## src/rtl/segment_decoder_monitor.sv

```systemverilog
// Decodes the tens/units 7-segment buses back into a 6-bit count once stable.
// Optional STEP_CHECK_EN macro adds a countdown sequence check on step_err.
module segment_decoder_monitor #(
  parameter int unsigned STABLE_CYCLES = 4
) (
  input  logic       clk,
  input  logic       rst,
  input  logic [6:0] seg_a,
  input  logic [6:0] seg_b,
  output logic [5:0] count_value,
  output logic       value_valid,
  output logic       value_stb,
  output logic       decode_err,
  output logic       step_err
);

  typedef enum logic {StSettle, StHeld} state_e;

  localparam logic [3:0] CntMax = 4'(STABLE_CYCLES - 1);

  // Returns {legal, digit}.
  function automatic logic [4:0] seg_decode(input logic [6:0] seg);
    case (seg)
      7'b1111110: seg_decode = {1'b1, 4'd0};
      7'b0110000: seg_decode = {1'b1, 4'd1};
      7'b1101101: seg_decode = {1'b1, 4'd2};
      7'b1111001: seg_decode = {1'b1, 4'd3};
      7'b0110011: seg_decode = {1'b1, 4'd4};
      7'b1011011: seg_decode = {1'b1, 4'd5};
      7'b1011111: seg_decode = {1'b1, 4'd6};
      7'b1110000: seg_decode = {1'b1, 4'd7};
      7'b1111111: seg_decode = {1'b1, 4'd8};
      7'b1111011: seg_decode = {1'b1, 4'd9};
      default:    seg_decode = {1'b0, 4'd0};
    endcase
  endfunction

  logic [6:0] samp_a_q, samp_b_q;
  logic       first_q;
  logic [3:0] cnt_q, cnt_d;
  state_e     state_q, state_d;
  logic       changed, accept;
  logic [4:0] dec_a, dec_b;
  logic [6:0] sum;
  logic       legal;
  logic [5:0] count_value_q;
  logic       value_valid_q, value_stb_q, decode_err_q;

  // The incoming sample is compared against the registered previous one.
  assign changed = first_q || ({seg_a, seg_b} != {samp_a_q, samp_b_q});
  assign accept  = (state_q == StSettle) && !changed && (cnt_q == CntMax);

  assign dec_a = seg_decode(samp_a_q);
  assign dec_b = seg_decode(samp_b_q);
  assign sum   = 7'(dec_a[3:0]) * 7'd10 + 7'(dec_b[3:0]);
  assign legal = dec_a[4] && dec_b[4] && (sum <= 7'd63);

  always_comb begin
    cnt_d   = cnt_q;
    state_d = state_q;
    if (changed) begin
      cnt_d   = 4'd0;
      state_d = StSettle;
    end else begin
      if (cnt_q != CntMax) cnt_d = cnt_q + 4'd1;
      if (accept) state_d = StHeld;
    end
  end

  always_ff @(posedge clk) begin
    if (rst) begin
      samp_a_q      <= 7'd0;
      samp_b_q      <= 7'd0;
      first_q       <= 1'b1;
      cnt_q         <= 4'd0;
      state_q       <= StSettle;
      count_value_q <= 6'd0;
      value_valid_q <= 1'b0;
      value_stb_q   <= 1'b0;
      decode_err_q  <= 1'b0;
    end else begin
      samp_a_q    <= seg_a;
      samp_b_q    <= seg_b;
      first_q     <= 1'b0;
      cnt_q       <= cnt_d;
      state_q     <= state_d;
      value_stb_q <= accept && legal;
      if (changed) value_valid_q <= 1'b0;
      else if (accept) value_valid_q <= legal;
      if (accept) begin
        decode_err_q <= !legal;
        if (legal) count_value_q <= sum[5:0];
      end
    end
  end

  assign count_value = count_value_q;
  assign value_valid = value_valid_q;
  assign value_stb   = value_stb_q;
  assign decode_err  = decode_err_q;

`ifdef STEP_CHECK_EN
  logic [5:0] prev_q;
  logic       prev_valid_q;
  logic       step_err_q;

  always_ff @(posedge clk) begin
    if (rst) begin
      prev_q       <= 6'd0;
      prev_valid_q <= 1'b0;
      step_err_q   <= 1'b0;
    end else begin
      step_err_q <= 1'b0;
      if (accept && legal) begin
        // A zero previous value is a countdown reload: anything may follow.
        step_err_q   <= prev_valid_q && (prev_q != 6'd0) && (sum[5:0] != prev_q - 6'd1);
        prev_q       <= sum[5:0];
        prev_valid_q <= 1'b1;
      end
    end
  end

  assign step_err = step_err_q;
`else
  assign step_err = 1'b0;
`endif

endmodule

```

## config.mk

```make
export PLATFORM = sky130hd
export DESIGN_NAME = segment_decoder_monitor
export DESIGN_NICKNAME = d
export VERILOG_FILES = /design/src/rtl/segment_decoder_monitor.sv
export SDC_FILE = /design/constraint.sdc
export NUM_CORES = 1
export LEC_CHECK = 0
export CORE_ASPECT_RATIO = 1.4
export CORE_UTILIZATION = 51
export DETAILED_ROUTE_END_ITERATION = 10
export PLACE_DENSITY = 0.76
export REMOVE_ABC_BUFFERS = 1
export SLEW_MARGIN = 30
export SYNTH_ARGS = -nofsm -noshare
export SYNTH_HDL_FRONTEND = slang
export SYNTH_SLANG_ARGS = --single-unit
```

## constraint.sdc

```tcl
create_clock -name clk -period 7.3 [get_ports clk]
set_input_delay 1.095 -clock clk [delete_from_list [all_inputs] [get_ports clk]]
set_output_delay 1.095 -clock clk [all_outputs]
set_load 0.05 [all_outputs]
```

==> flow_summary.ini, run 1 <==
[floorplan]
die_area_um2 = 3680
std_cell_rows = 24
io_pins = 26
initial_core_util_pct = 55.1
chipHeight_um = 71.4
die_x_um = 51.6
core_um2 = 3180

[critical_path]
path_max_fanout = 6
cp_data_required_time_ps = 7490
ff2ff_path_depth = 13
timing.rr.start = samp_a_q[4]$_SDFF_PP0_
slowest_stage = or4_1
worstSetupPathType = flop to flop
startpoint = samp_a_q[4]$_SDFF_PP0_
crit_path_start_kind = flop
cp.arrival_ps = 3740
r2r_end = count_value[0]$_SDFFE_PP0P_
crit_buf_inv = 1
path_cells = nand2b_1, nor4_1, a31oi_1, nor2b_1, ha_1, ha_1, inv_1, fa_1, nand2b_1, o211ai_1, nand4_1, or4_1, a21oi_1
cp.depth = 13
cp-endpoint = count_value[0]$_SDFFE_PP0P_
critPathTopFamily = simple AND/OR/NAND/NOR gates
r2r_slack_ps = 3750
cp_slowest_stage_delay_ps = 480
crit_path_end_kind = flop

[worst_hold_path]
worstHoldPathType = flop to flop

[yosys]
avgSynthCellArea_um2 = 8.81
yosysSeqAreaShare_pct = 33.1
synth_area_um2 = 1750
synth_top_cells_by_area = dfxtp_1 (33%), xor2_1 (7.5%), nor2b_1 (6.4%), ha_1 (5.0%), a21oi_1 (3.4%)
synth_warnings = 0
synth_cell_types = 51
synth_top_cell_area_share_pct = 33.1
syn_inst = 199
synth_area_leader_cell = dfxtp_1
ys_ff_latch = 29
synth-async-reset-ratio_pct = 0
synth-edff-count = 0
synth_ff_type = dfxtp_1

[clock_tree]
clk_pin_slew_ps = 60
h-tree-depth = 2
clockBufferDepth = 2
clock-root-buffer = clkbuf_8
postCtsSetupBuffers = 0
cts.sinks = 29
hold_buffers = 0
cts_tree = done
cts-resized-gates = 0
clock_latency_ps = 280
cts_buffers = 5

[sta]
tightest_slew_ps = 870
maxSlewHeadroom_pct = 41.8
fin_crit_ps = 3550
finalHoldViolCount = 0
drv_slew = 0
fin_tns_setup_ps = 0
post-route-period-util_pct = 48.6
fmax_ghz = 0.282
clock_skew_ps = 3.13
rsz0062_at_grt = no
setup_viol = 0

[route]
wl_mm = 3.59
drtIter0Drc = 34
num_vias = 1482
drc = 0
first_pass_iters = 4
wl_per_cell_um = 13.9
viasPerCell = 5.74
ant_nets = 0

[global_route]
grt_busiest_layer = met2
grt_util_met1_pct = 21.6
met3_usage_pct = 6.79
global_route.usage.met2_pct = 39.5
grt_pass1_vias = 1416
grt_overflow = 0
grt_start_max_net_pins = 25
grt_pass1_wl_mm = 5.95
track_usage_pct = 22.1
antenna_found_initial = 0

[final_layout]
nets = 243
final_cell_mix = dfxtp_1 (29), clkdlybuf4s50_1 (24), nor2b_1 (18)
post_route_cells_drive_above_1_share_pct = 4.57
synthToLayoutAreaGrowth_pct = 16.6
fillers = 276
n_antenna_cell = 0
layout_commonest_cell = dfxtp_1

[status]
outcome = finished, final reports clean

[place]
detailed_place_hpwl_mm = 2.74
place_congestion = 0.935
io_buffers = 24

[flow_run]
cap_viol_max_count = 0

[pwr]
peakVddDrop_uv = 170
leakage_nw = 0.761
p_per_area_nw_per_um2 = 160
total_power_uw = 328
==> tightest hold or removal path: cells and delay by family, from the launching register on <==
kind	cells	cell delay (ps)
AOI/OAI and AO/OA	1	50
buffers and inverters	1	50
DFF	1	310
==> Yosys cell counts, types with 2 or more instances <==
| master | count |
|---|---|
| ha_1 | 7 |
| nor3_1 | 6 |
| nor4_1 | 4 |
| nand3_1 | 7 |
| xor2_1 | 15 |
| nand4_1 | 5 |
| nand3b_1 | 3 |
| inv_1 | 5 |
| a31oi_1 | 2 |
| buf_6 | 3 |
| nor2b_1 | 18 |
| dfxtp_1 | 29 |
| buf_4 | 2 |
| a21oi_1 | 12 |
| a21o_1 | 2 |
| buf_2 | 2 |
| or3_1 | 2 |
| xnor2_1 | 5 |
| nand2b_1 | 6 |
| nor2_1 | 13 |
| or4_1 | 2 |
| o21ai_1 | 2 |
| nor3b_1 | 2 |
| nand2_1 | 4 |
| and4_1 | 2 |
| o21ai_0 | 8 |
| fa_1 | 2 |
| clkbuf_1 | 4 |
| and2_1 | 2 |
| o211ai_1 | 2 |
==> registers in the layout, indices dropped and copies added (netlist names) <==
name / flops
count_value: 6
samp_a_q: 7
decode_err: 1
cnt_q: 4
value_stb: 1
samp_b_q: 7
first_q: 1
state_q: 1
value_valid: 1
==> worst min-delay path by stage <==
stage,from,to,slack [ps],cells after the start
CTS,state_q$_SDFFE_PP0P_,state_q$_SDFFE_PP0P_,450,2
floorplan,state_q$_SDFFE_PP0P_,state_q$_SDFFE_PP0P_,430,2
global route,state_q$_SDFFE_PP0P_,state_q$_SDFFE_PP0P_,490,2
finish,state_q$_SDFFE_PP0P_,state_q$_SDFFE_PP0P_,460,2
global placement,state_q$_SDFFE_PP0P_,state_q$_SDFFE_PP0P_,440,2
detailed placement,state_q$_SDFFE_PP0P_,state_q$_SDFFE_PP0P_,440,2
==> layout make-up <==
type,instances,area (µm²),area share [%]
Multi-Input combinational cell,152,1070,52.5
Sequential cell,29,581,28.4
Timing Repair Buffer,24,240,11.7
Clock buffer,8,80.1,3.91
Tap cell,39,48.8,2.39
Inverter,6,22.5,1.10
==> through the flow <==
| step | cells | instance area, µm² | utilization (%) | setup WS (ps) | hold WS (ps) |
|---|---|---|---|---|---|
| 6_report | 258 | 2050 | 64.3 | 3750 | 457 |
| 3_3_place_gp | 250 | 1970 | 61.8 | 3910 | 438 |
| 3_5_place_dp | 250 | 1970 | 61.8 | 3730 | 444 |
| 4_1_cts | 258 | 2050 | 64.3 | 3720 | 453 |
| 5_1_grt | 258 | 2050 | 64.3 | 3360 | 490 |
| 2_1_floorplan | 187 | 1680 | - | 4070 | 426 |
==> kinds of logic after synthesis <==
logic type      Yosys count  synth area share, %
mux                       1                0.571
xor+xnor                 20                 9.99
fa+ha+maj                 9                 7.28
other cells               1                0.214
buf+inv                  18                 5.71
compound gates           37                 13.6
flops                    29                 33.1
simple gates             84                 29.6
==> power breakdown <==
| group | internal, mW | total (mW) | switching [mW] |
|---|---|---|---|
| Combinational | 0.0173 | 0.0304 | 0.0130 |
| Sequential | 0.163 | 0.172 | 0.00884 |
| Clock | 0.0675 | 0.126 | 0.0587 |
==> layer usage <==
layer | vias up | wire, µm | part of all wire [%]
li1 | 740 | - | -
met1 | 704 | 1470 | 41
met2 | 30 | 1890 | 53
met3 | 8 | 128 | 3.6
met4 | 0 | 102 | 2.8
met5 | - | 0 | 0
Note: power is estimated with default switching activity, not from simulation.
==> run 2: changes to the inputs <==
==> constraint.sdc (replaced) <==
create_clock -name clk -period 3.5 [get_ports clk]
set_input_delay 0.525 -clock clk [delete_from_list [all_inputs] [get_ports clk]]
set_output_delay 0.525 -clock clk [all_outputs]
set_load 0.05 [all_outputs]
==> run 2 against run 1 <==
  * Wire length increased by 4.0%
  * Core utilization increased by 2.7 points
  * Maximum frequency increased by 6.5%
  * Via count increased by 0.27%
  * Clock power increased by 140%
  * Total power increased by 120%
  * Cell count increased by 0.39%
  * Combinational power increased by 120%
  * Highest routed layer unchanged
==> flow_summary.ini, run 2 (synthesized netlist as in run 1, its figures left out) <==
[clock_tree]
h-tree-depth = 2
cts.sinks = 29
clk_pin_slew_ps = 60
hold_buffers = 0
postCtsSetupBuffers = 0
clockBufferDepth = 2
clock-root-buffer = clkbuf_8
clock_latency_ps = 280
cts_tree = done
cts_buffers = 5
cts-resized-gates = 0

[sta]
maxSlewHeadroom_pct = 40.2
drv_slew = 0
tightest_slew_ps = 895
finalHoldViolCount = 0
worst_slack_ps = 166
setup_viol = 0
fin_crit_ps = 3330
rsz0062_at_grt = yes
post-route-period-util_pct = 95.3
fmax_ghz = 0.300
clock_skew_ps = 5.05

[critical_path]
cp.arrival_ps = 3520
cp_data_required_time_ps = 3690
crit_path_start_kind = flop
path_max_fanout = 8
worstSetupPathType = flop to flop
crit_path_end_kind = flop

[global_route]
grt_pass1_vias = 1527
grt_overflow = 0
track_usage_pct = 23.4
grt_start_max_net_pins = 25
antenna_found_initial = 0
grt_pass1_wl_mm = 6.60

[floorplan]
chipHeight_um = 71.4
initial_core_util_pct = 55.1
core_um2 = 3180
io_pins = 26
std_cell_rows = 24
die_area_um2 = 3680
die_x_um = 51.6

[route]
wl_mm = 3.73
ant_nets = 0
num_vias = 1486
first_pass_iters = 4
viasPerCell = 5.74
drc = 0
drtIter0Drc = 51
wl_per_cell_um = 14.4

[final_layout]
final_cell_mix = dfxtp_1 (25), clkdlybuf4s50_1 (24), nor2b_1 (18)
nets = 244
layout_commonest_cell = dfxtp_1
n_antenna_cell = 0
post_route_cells_drive_above_1_share_pct = 11.4
final_cell_count_no_fill = 259
synthToLayoutAreaGrowth_pct = 21.5

[status]
outcome = finished, final reports clean

[pwr]
p_switching_uw = 170
share_seq_of_total_power_pct = 49.6
leakage_nw = 0.799
peakVddDrop_uv = 232
switching_share_pct = 23.5
p_per_area_nw_per_um2 = 340
p_clk_share_pct = 41.2
p_int_uw = 555
p_comb_share_pct = 9.2

[place]
detailed_place_hpwl_mm = 2.77
place_inst = 251
io_buffers = 24
place_congestion = 0.873
preCtsSetupSlack_ps = 99.1

[flow_run]
cap_viol_max_count = 0

[worst_hold_path]
worstHoldPathType = flop to flop
## run 2: final timing paths
| kind | start | cells past startpoint | endpoint | slack (ps) |
|---|---|---|---|---|
| worst max-delay path | samp_a_q[3]$_SDFF_PP0_ | 12 | count_value[0]$_SDFFE_PP0P_ | 170 |
| worst min register to register | state_q$_SDFFE_PP0P_ | 2 | state_q$_SDFFE_PP0P_ | 450 |
| worst min-delay path | state_q$_SDFFE_PP0P_ | 2 | state_q$_SDFFE_PP0P_ | 450 |
| worst max register to register | samp_a_q[3]$_SDFF_PP0_ | 12 | count_value[0]$_SDFFE_PP0P_ | 170 |
## run 2: routing by layer
layer	wire (µm)	vias to the layer above	GRT usage (%)	part of all wire (%)
li1	-	742	-	-
met1	1530	711	25.5	41
met2	2030	27	42.7	54
met3	117	6	4.03	3.1
met4	53	0	10.8	1.4
met5	0	-	0	0
## run 2: power groups by stage
stage	combinational, mW	clock (mW)	sequential [mW]
floorplan	0.0348	0	0.360
global placement	0.0616	0	0.364
detailed placement	0.0639	0	0.365
CTS	0.0645	0.308	0.358
global route	0.0732	0.325	0.361
finish	0.0667	0.298	0.360
## run 2: stage by stage
stage / TNS (ps) / instance area (µm²) / util, % / total power [mW] / hold WS [ps]
after floorplan: 0 / 1680 / - / 0.395 / 426
after global placement: 0 / 1970 / 62.0 / 0.425 / 438
after detailed placement: 0 / 1970 / 62.0 / 0.429 / 437
after CTS: 0 / 2070 / 65.2 / 0.730 / 447
after global routing: -38.1 / 2130 / 67.0 / 0.760 / 487
final: 0 / 2130 / 67.0 / 0.725 / 446
## run 2: area by class of cell
cell class	instances	area [µm²]
Multi-Input combinational cell	152	1120
Fill cell	279	1050
Sequential cell	29	588
Timing Repair Buffer	25	248
Clock buffer	7	96.3
Tap cell	39	48.8
Inverter	6	22.5
Clock inverter	1	5.00
## run 2: worst max-delay path: stages (launching register included)
cell and delay, ps:
dfxtp_4 380, or4b_4 530, a21oi_4 150, a21o_1 120, ha_1 150, ha_1 140
inv_1 40, fa_1 390, or3_4 420, o211ai_1 110, nand4_1 140, or4_1 510
a21oi_2 160
